[src/rtl/regfile_wb_arbiter_if.sv]
// Writeback bus between the execute/memory requesters, decode hazard checks
// and the register file write port.
interface regfile_wb_arbiter_if #(
  parameter int DATA_WIDTH = 32
);
  logic                  req0_valid;
  logic [4:0]            req0_rd;
  logic [DATA_WIDTH-1:0] req0_data;
  logic                  req0_ready;
  logic                  req1_valid;
  logic [4:0]            req1_rd;
  logic [DATA_WIDTH-1:0] req1_data;
  logic                  req1_ready;
  logic                  rf_we;
  logic [4:0]            rf_rd;
  logic [DATA_WIDTH-1:0] rf_data;
  logic                  iss_valid;
  logic [4:0]            iss_rd;
  logic [4:0]            chk_rs;
  logic [4:0]            chk_rt;
  logic                  hazard_rs;
  logic                  hazard_rt;
  logic                  err_unexpected;

  modport slave (
    input  req0_valid, req0_rd, req0_data,
    input  req1_valid, req1_rd, req1_data,
    input  iss_valid, iss_rd, chk_rs, chk_rt,
    output req0_ready, req1_ready,
    output rf_we, rf_rd, rf_data,
    output hazard_rs, hazard_rt, err_unexpected
  );

  modport master (
    output req0_valid, req0_rd, req0_data,
    output req1_valid, req1_rd, req1_data,
    output iss_valid, iss_rd, chk_rs, chk_rt,
    input  req0_ready, req1_ready,
    input  rf_we, rf_rd, rf_data,
    input  hazard_rs, hazard_rt, err_unexpected
  );
endinterface

[src/rtl/regfile_wb_arbiter.sv]
// Round-robin arbiter for the register file write port, with a pending-write
// scoreboard that flags RAW hazards for decode.
module regfile_wb_arbiter #(
  parameter int DATA_WIDTH = 32,
  parameter int NUM_REGS   = 16
) (
  input logic                 clk,
  input logic                 rst,
  regfile_wb_arbiter_if.slave bus
);
  localparam int unsigned NR = NUM_REGS;

  // ptr_q=1 means req1 holds priority on the next contended cycle
  logic                  ptr_q, ptr_d;
  logic                  rf_we_q, rf_we_d;
  logic [4:0]            rf_rd_q, rf_rd_d;
  logic [DATA_WIDTH-1:0] rf_data_q, rf_data_d;
  logic [NUM_REGS-1:0]   pending_q, pending_d;
  logic                  err_q, err_d;

  logic                  gnt0, gnt1, xfer, xfer_ok, iss_ok;
  logic [4:0]            xfer_rd;
  logic [DATA_WIDTH-1:0] xfer_data;
  logic                  haz_rs, haz_rt;

  function automatic logic rd_ok(input logic [4:0] rd);
    return (rd != 5'd0) && ({27'd0, rd} < NR);
  endfunction

  always_comb begin
    gnt0      = !rst && bus.req0_valid && (!bus.req1_valid || !ptr_q);
    gnt1      = !rst && bus.req1_valid && (!bus.req0_valid || ptr_q);
    xfer      = gnt0 || gnt1;
    xfer_rd   = gnt0 ? bus.req0_rd   : bus.req1_rd;
    xfer_data = gnt0 ? bus.req0_data : bus.req1_data;
    xfer_ok   = xfer && rd_ok(xfer_rd);
    iss_ok    = bus.iss_valid && rd_ok(bus.iss_rd);

    ptr_d = ptr_q;
    if (gnt0) ptr_d = 1'b1;
    if (gnt1) ptr_d = 1'b0;

    rf_we_d   = xfer_ok;
    rf_rd_d   = xfer_ok ? xfer_rd   : rf_rd_q;
    rf_data_d = xfer_ok ? xfer_data : rf_data_q;

    // A same-cycle issue to the retiring register is a newer producer, so set wins
    pending_d = pending_q;
    err_d     = err_q;
    for (int i = 0; i < NUM_REGS; i++) begin
      if (xfer_ok && xfer_rd == 5'(i) && !(iss_ok && bus.iss_rd == 5'(i))) begin
        if (!pending_q[i]) err_d = 1'b1;
        pending_d[i] = 1'b0;
      end
      if (iss_ok && bus.iss_rd == 5'(i)) pending_d[i] = 1'b1;
    end
  end

  always_comb begin
    haz_rs = 1'b0;
    haz_rt = 1'b0;
    for (int i = 1; i < NUM_REGS; i++) begin
      if (bus.chk_rs == 5'(i)) haz_rs = pending_q[i];
      if (bus.chk_rt == 5'(i)) haz_rt = pending_q[i];
    end
  end

  always_ff @(posedge clk) begin
    if (rst) begin
      ptr_q     <= 1'b0;
      rf_we_q   <= 1'b0;
      rf_rd_q   <= '0;
      rf_data_q <= '0;
      pending_q <= '0;
      err_q     <= 1'b0;
    end else begin
      ptr_q     <= ptr_d;
      rf_we_q   <= rf_we_d;
      rf_rd_q   <= rf_rd_d;
      rf_data_q <= rf_data_d;
      pending_q <= pending_d;
      err_q     <= err_d;
    end
  end

  assign bus.req0_ready     = gnt0;
  assign bus.req1_ready     = gnt1;
  assign bus.rf_we          = rf_we_q;
  assign bus.rf_rd          = rf_rd_q;
  assign bus.rf_data        = rf_data_q;
  assign bus.hazard_rs      = haz_rs;
  assign bus.hazard_rt      = haz_rt;
  assign bus.err_unexpected = err_q;
endmodule

[src/flat_wrapper.sv]
// flat-port wrapper written by rule: the top's interface ports become plain ports
module regfile_wb_arbiter_flat 
#(
  parameter int DATA_WIDTH = 32,
  parameter int NUM_REGS   = 16
)
  (clk, rst, bus_req0_valid, bus_req0_rd, bus_req0_data, bus_req1_valid, bus_req1_rd, bus_req1_data, bus_iss_valid, bus_iss_rd, bus_chk_rs, bus_chk_rt, bus_req0_ready, bus_req1_ready, bus_rf_we, bus_rf_rd, bus_rf_data, bus_hazard_rs, bus_hazard_rt, bus_err_unexpected);
  regfile_wb_arbiter_if #(.DATA_WIDTH(DATA_WIDTH)) bus_i ();
  input logic clk;
  input logic rst;
  input wire logic [$bits(bus_i.req0_valid)-1:0] bus_req0_valid;
  input wire logic [$bits(bus_i.req0_rd)-1:0] bus_req0_rd;
  input wire logic [$bits(bus_i.req0_data)-1:0] bus_req0_data;
  input wire logic [$bits(bus_i.req1_valid)-1:0] bus_req1_valid;
  input wire logic [$bits(bus_i.req1_rd)-1:0] bus_req1_rd;
  input wire logic [$bits(bus_i.req1_data)-1:0] bus_req1_data;
  input wire logic [$bits(bus_i.iss_valid)-1:0] bus_iss_valid;
  input wire logic [$bits(bus_i.iss_rd)-1:0] bus_iss_rd;
  input wire logic [$bits(bus_i.chk_rs)-1:0] bus_chk_rs;
  input wire logic [$bits(bus_i.chk_rt)-1:0] bus_chk_rt;
  output wire logic [$bits(bus_i.req0_ready)-1:0] bus_req0_ready;
  output wire logic [$bits(bus_i.req1_ready)-1:0] bus_req1_ready;
  output wire logic [$bits(bus_i.rf_we)-1:0] bus_rf_we;
  output wire logic [$bits(bus_i.rf_rd)-1:0] bus_rf_rd;
  output wire logic [$bits(bus_i.rf_data)-1:0] bus_rf_data;
  output wire logic [$bits(bus_i.hazard_rs)-1:0] bus_hazard_rs;
  output wire logic [$bits(bus_i.hazard_rt)-1:0] bus_hazard_rt;
  output wire logic [$bits(bus_i.err_unexpected)-1:0] bus_err_unexpected;
  assign bus_i.req0_valid = bus_req0_valid;
  assign bus_i.req0_rd = bus_req0_rd;
  assign bus_i.req0_data = bus_req0_data;
  assign bus_i.req1_valid = bus_req1_valid;
  assign bus_i.req1_rd = bus_req1_rd;
  assign bus_i.req1_data = bus_req1_data;
  assign bus_i.iss_valid = bus_iss_valid;
  assign bus_i.iss_rd = bus_iss_rd;
  assign bus_i.chk_rs = bus_chk_rs;
  assign bus_i.chk_rt = bus_chk_rt;
  assign bus_req0_ready = bus_i.req0_ready;
  assign bus_req1_ready = bus_i.req1_ready;
  assign bus_rf_we = bus_i.rf_we;
  assign bus_rf_rd = bus_i.rf_rd;
  assign bus_rf_data = bus_i.rf_data;
  assign bus_hazard_rs = bus_i.hazard_rs;
  assign bus_hazard_rt = bus_i.hazard_rt;
  assign bus_err_unexpected = bus_i.err_unexpected;
  regfile_wb_arbiter #(.DATA_WIDTH(DATA_WIDTH), .NUM_REGS(NUM_REGS)) u_core (.clk(clk), .rst(rst), .bus(bus_i));
endmodule
[config.mk]
export PLATFORM = sky130hd
export DESIGN_NAME = regfile_wb_arbiter_flat
export DESIGN_NICKNAME = d
export VERILOG_FILES = /design/src/rtl/regfile_wb_arbiter_if.sv /design/src/rtl/regfile_wb_arbiter.sv /design/src/flat_wrapper.sv
export SDC_FILE = /design/constraint.sdc
export NUM_CORES = 1
export LEC_CHECK = 0
export CAP_MARGIN = 30
export CORE_AREA = 2 2 94 96
export DETAILED_ROUTE_END_ITERATION = 16
export DIE_AREA = 0 0 96 98
export PLACE_DENSITY = 0.86
export RECOVER_POWER = 100
export SYNTH_ARGS = -nofsm -noshare
export SYNTH_HDL_FRONTEND = slang
export SYNTH_SLANG_ARGS = --single-unit
export TNS_END_PERCENT = 1
[constraint.sdc]
create_clock -name clk -period 1.7 [get_ports clk]
set_input_delay 0.17 -clock clk [delete_from_list [all_inputs] [get_ports clk]]
set_output_delay 0.17 -clock clk [all_outputs]
set_load 0.01 [all_outputs]
==> metrics.cfg, run 1 <==
[run_status]
status = finished with violations
violations = setup timing

[sta]
final.setup.worst_slack_ns = -0.358
max_freq_mhz = 486
skew_ns = 0.00470
period_minus_slack_ns = 2.06
finalSetupViolations = 42
rsz0062_at_grt = true
slew_headroom = 0.676
tns_ns = -7.80
worstMarginPinSlew_ns = 0.483
report.final.hold_viol_count = 0
period_share = 1.21
final_max_slew_viol_count = 0

[global_route]
antenna_found_initial = 0
grt_pass1_wl_mm = 17.0
grt_pass1_vias = 3680
grt_usage = 0.224
grt_max_degree = 41
overflow = 0

[synth]
syn-num-nets = 501
async_reset_ff_frac = 0
yosysWarningCount = 0
yosysTopAreaCell = dfxtp_1
synth.avg_cell_area_um2 = 7.86
synth_area_leaders = dfxtp_1, nand2_1, a311oi_1, nor2_1, o21ai_0
synth_edf_count = 0
synth_cells = 407
synth_top_area_share = 0.344
ys_seq_area_frac = 0.344
ys_seq_elements = 55
syn_area_um2 = 3200
ys.flop_type = dfxtp_1
ys_types = 55

[drt]
ant_nets = 0
vias = 3827
first_pass_iters = 6
drc = 0
first_iter_violations = 154
routed_wl_mm = 10.8
wl_per_cell_um = 15.3
via_per_inst = 5.44

[layout]
area_delta_synth_final_pct = 64.0
final_nets = 688
final_area_um2 = 5250
fin_util = 0.620
fillers = 705
antennaDiodeCount = 0
drive_gt1_frac = 0.202
instances_no_fill = 703

[min_path]
hold_path_class = in -> reg
min_from = bus_req0_data[31]

[worst_setup_path]
crit_arrival_ns = 1.89
path_max_fanout = 3
worstReg2RegStart = u_core.ptr_q$_SDFFE_PP0N_
cp-start-kind = register
critical_path_class = reg -> out
crit_path_start = u_core.pending_q[7]$_SDFFE_PP0P_
crit_path_end_kind = output pin
crit_required_ns = 1.53

[power_and_ir_drop]
leakagePower_nw = 2.14
p_per_area_nw_per_um2 = 586
peakVddDrop_mv = 0.355
total_power_mw = 3.08

[cts]
cts_sinks = 55
cts_tree = yes
htreeDepth = 2
clk_latency_ns = 0.31
path_clk_slew_ns = 0.10
cts_buffers = 5
root_buffer = clkbuf_8
ctsLongestPathBuffers = 2
hold_buffers = 0

[floorplanning]
coreArea_um2 = 8470
die_h_um = 98
ios = 137
fp-row-count = 34
die_area_um2 = 9410
start_util = 0.378
die_w_um = 96

[job]
max-cap-violations = 0

[placement]
placed_cells = 694
dp_hpwl_mm = 8.18
place_congestion = 0.907
place_area_um2 = 5090
io_buffers = 136

-- power by group --
part           internal (mW)  leakage [nW]  total (mW)  switching, mW
Sequential              1.36         0.453        1.40         0.0403
Clock                  0.290        0.0412       0.736          0.446
Combinational          0.513          1.65       0.937          0.425
-- synth_stat cells, types with 2 or more instances --
cell type,n
o21bai_1,2
nor4b_4,2
nor3_1,4
mux4_2,4
nor4bb_1,2
a31oi_1,7
a31oi_2,2
nor4b_1,3
inv_2,2
o21ai_2,2
nor3b_1,6
nor2_1,54
a21oi_1,25
nand2b_1,8
nand2_1,85
a211oi_1,2
o21ai_0,26
and3_1,3
mux2i_1,5
dfxtp_1,55
or3b_1,2
buf_6,5
buf_4,2
nand3_1,3
nor2b_1,4
a32oi_1,3
nand3b_1,2
clkbuf_1,13
buf_2,8
o22a_1,4
inv_1,7
a311oi_1,32
-- worst paths after layout --
| kind | to | slack, ns | cells after the start |
|---|---|---|---|
| worst min-delay path | u_core.bus.rf_data[31]$_SDFFE_PP0N_ | 0.42 | 3 |
| worst min register to register | u_core.bus.rf_rd[0]$_SDFFE_PP0N_ | 0.48 | 2 |
| worst max-delay path | bus_hazard_rs | -0.36 | 7 |
| worst max register to register | u_core.bus.rf_data[23]$_SDFFE_PP0N_ | -0.25 | 7 |
-- stage by stage --
stage	hold slack [ns]	setup WS (ns)
after floorplan	0.329	-0.0581
after global placement	0.467	-0.829
after detailed placement	0.465	-0.902
after CTS	0.410	-0.355
after global routing	0.421	-0.421
final	0.416	-0.358
-- timing repair --
| action | 4_1_cts | 5_1_grt |
|---|---|---|
| endpoints found under the setup margin | 50 | 56 |
| resized for setup | 38 | 11 |
| pin swaps | 35 | 3 |
| setup buffers | 1 | 0 |
| cloned | 0 | 0 |
-- area by class of cell --
| cell class | instances | area [um2] | share of cell area |
|---|---|---|---|
| clock buffers | 6 | 72.6 | 0.0138 |
| clock inverters | 2 | 12.5 | 0.00238 |
| inverters | 9 | 33.8 | 0.00644 |
| multi-input cells | 315 | 1970 | 0.375 |
| flip-flops and latches | 55 | 1110 | 0.211 |
| well taps | 108 | 135 | 0.0257 |
| repair buffers | 208 | 1920 | 0.365 |
-- state kept, by name, indices dropped and copies added, names as in the netlist --
name / flops
u_core.ptr_q: 1
u_core.bus.rf_rd: 5
u_core.bus.rf_we: 1
u_core.bus.rf_data: 32
u_core.pending_q: 15
u_core.bus.err_unexpected: 1
-- layer usage --
layer | GRT usage | vias up | share of wire
met3 | 0.0525 | 20 | 0.073
li1 | - | 1855 | -
met1 | 0.261 | 1787 | 0.41
met2 | 0.403 | 165 | 0.50
met4 | 0.0604 | 0 | 0.018
met5 | 0 | - | 0
-- layout by cell type (no fill, tap or decap), types with 5 or more instances in the layout --
cell type,instances
nor3b_1,6
dlygate4sd3_1,39
inv_1,7
clkbuf_8,5
mux2i_1,5
clkdlybuf4s50_1,87
nand2b_1,8
buf_4,68
a21oi_1,25
o21ai_0,18
a31oi_1,6
dlygate4sd2_1,5
a311oi_1,32
dfxtp_2,7
nor2_1,53
dfxtp_1,48
nand2_1,85
o21ai_1,7
-- worst max-delay path: stages (launching register included) --
cell and delay (ns):
dfxtp_2 0.35, mux4_2 0.45, nor3b_1 0.15, a31oi_1 0.15, a21oi_1 0.09, o21ai_1 0.16, a32oi_1 0.08, buf_2 0.16
-- cells by family (layout without fill, tap and decap cells) --
kind of cell,after synthesis,in the layout,share of synthesized area
and+or+nand+nor,184,184,0.272
buffers and inverters,37,225,0.0606
muxes,9,9,0.0438
AOI/OAI and AO/OA,122,122,0.280
DFF,55,55,0.344
Power figures use the tool's default switching activity.
==> inputs of run 2 (changes only) <==
--- a/constraint.sdc
+++ b/constraint.sdc
@@ -3,2 +3,2 @@
 set_output_delay 0.17 -clock clk [all_outputs]
-set_load 0.01 [all_outputs]
+set_load 0.05 [all_outputs]
==> metrics.cfg, run 2 (same netlist as run 1, synthesis figures left out) <==
[run_status]
status = finished with violations
violations = setup timing

[floorplanning]
die_w_um = 96
ios = 137
die_area_um2 = 9410
die_h_um = 98
coreArea_um2 = 8470
fp-row-count = 34
start_util = 0.378

[placement]
io_buffers = 136
dp_hpwl_mm = 8.49
place_congestion = 0.988
place_area_um2 = 5120

[layout]
layout_common_cells = clkdlybuf4s50_1, nand2_1, buf_4
area_delta_synth_final_pct = 63.1
regArea_um2 = 1110
largest_reg_flops = 32
drive_gt1_frac = 0.190
layout_commonest_cell = clkdlybuf4s50_1
multi_input_area_um2 = 1990
fillers = 716
antennaDiodeCount = 0
final_area_um2 = 5220
final_nets = 684

[cts]
hold_buffers = 0
root_buffer = clkbuf_8
cts_sinks = 55
cts_setup_buffers = 0
path_clk_slew_ns = 0.10
cts_buffers = 5
ctsLongestPathBuffers = 2
htreeDepth = 2
clk_latency_ns = 0.31
cts_tree = yes

[drt]
routed_wl_mm = 11.0
drc = 0
first_iter_violations = 194
ant_nets = 0
wl_per_cell_um = 15.7
first_pass_iters = 4
vias = 3804
via_per_inst = 5.45

[sta]
report.final.hold_viol_count = 0
period_minus_slack_ns = 2.10
worstMarginPinSlew_ns = 0.657
max_freq_mhz = 476
final_max_slew_viol_count = 0
finalSetupViolations = 49
period_share = 1.24
whs_ns = 0.367
slew_headroom = 0.564
final.setup.worst_slack_ns = -0.401
tns_ns = -7.78
skew_ns = 0.00902
rsz0062_at_grt = true

[job]
max-cap-violations = 0

[worst_setup_path]
crit_arrival_ns = 1.93
cp-start-kind = register
crit_path_end_kind = output pin
cpLargestDelayFamily = compound AO/OA/AOI/OAI gates
ff2ff_setup_slack_ns = -0.25
worstPathCellList = mux4_2 -> nor3b_1 -> a31oi_1 -> a21oi_1 -> o21ai_2 -> a32oi_4 -> buf_6
path_max_fanout = 3
critical_path_class = reg -> out
crit_slowest_cell = mux4_2
max_stage_delay_ns = 0.45
crit_required_ns = 1.53
crit_buf_inv = 1

[global_route]
grt_pass1_wl_mm = 17.2
antenna_found_initial = 0
grt_pass1_vias = 3733
overflow = 0
grt_max_degree = 41
grt_usage = 0.229

[power_and_ir_drop]
peakVddDrop_mv = 0.445
p_per_area_nw_per_um2 = 633
total_power_mw = 3.30
leakagePower_nw = 2.00

[min_path]
hold_path_class = in -> reg

[run 2: cell count changes in the layout (fill, tap and decap cells not counted), sizes merged]
cell | before | now
clkdlybuf4s15 | 2 | 0
clkbuf | 6 | 18
clkdlybuf4s50 | 87 | 114
buf | 75 | 72
clkinv | 1 | 2
dlymetal6s2s | 0 | 2
dlygate4sd3 | 39 | 0
clkinvlp | 1 | 0
dlygate4sd2 | 5 | 3
[run 2: worst paths after layout]
check,cells after the start,from,endpoint
hold reg to reg,2,u_core.bus.rf_rd[0]$_SDFFE_PP0N_,u_core.bus.rf_rd[0]$_SDFFE_PP0N_
setup reg to reg,6,u_core.ptr_q$_SDFFE_PP0N_,u_core.bus.err_unexpected$_SDFF_PP0_
setup / recovery,7,u_core.pending_q[7]$_SDFFE_PP0P_,bus_hazard_rs
hold / removal,3,rst,u_core.ptr_q$_SDFFE_PP0N_
[run 2: report_power, final]
group          switching (mW)  internal (mW)  total, mW
clock network           0.441          0.283      0.724
logic                   0.647          0.524       1.17
registers              0.0442           1.36       1.41
total                    1.13           2.17       3.30
[run 2: timing repair]
| action | 4_1_cts | 5_1_grt |
|---|---|---|
| pin swaps | 12 | 26 |
| resized for setup | 15 | 13 |
| setup endpoints to repair | 53 | 56 |
[run 2: cell type report]
class | count | share of cell area
multi-input cells | 315 | 0.382
well taps | 108 | 0.0259
inverters | 9 | 0.00647
flip-flops and latches | 55 | 0.212
repair buffers | 204 | 0.358
clock inverters | 2 | 0.00264
clock buffers | 5 | 0.0132
[run 2: worst min-delay path: cells and delay by family]
family,cells,cell delay [ns]
AO/OA/AOI/OAI,1,0.12
buffers and inverters,2,0.34
[run 2: stage by stage]
step                      utilization  std cells  setup slack (ns)
after CTS                       0.618        698            -0.417
final                           0.616        698            -0.401
after floorplan                     -        407           -0.0581
after detailed placement        0.605        691            -0.626
after global routing            0.616        698            -0.505
after global placement          0.605        691            -0.587
[run 2: layer usage]
metal / global-route usage / wire [um]
met2: 0.408 / 5590
met1: 0.263 / 4380
met3: 0.0602 / 737
met4: 0.0681 / 247
met5: 0 / 0
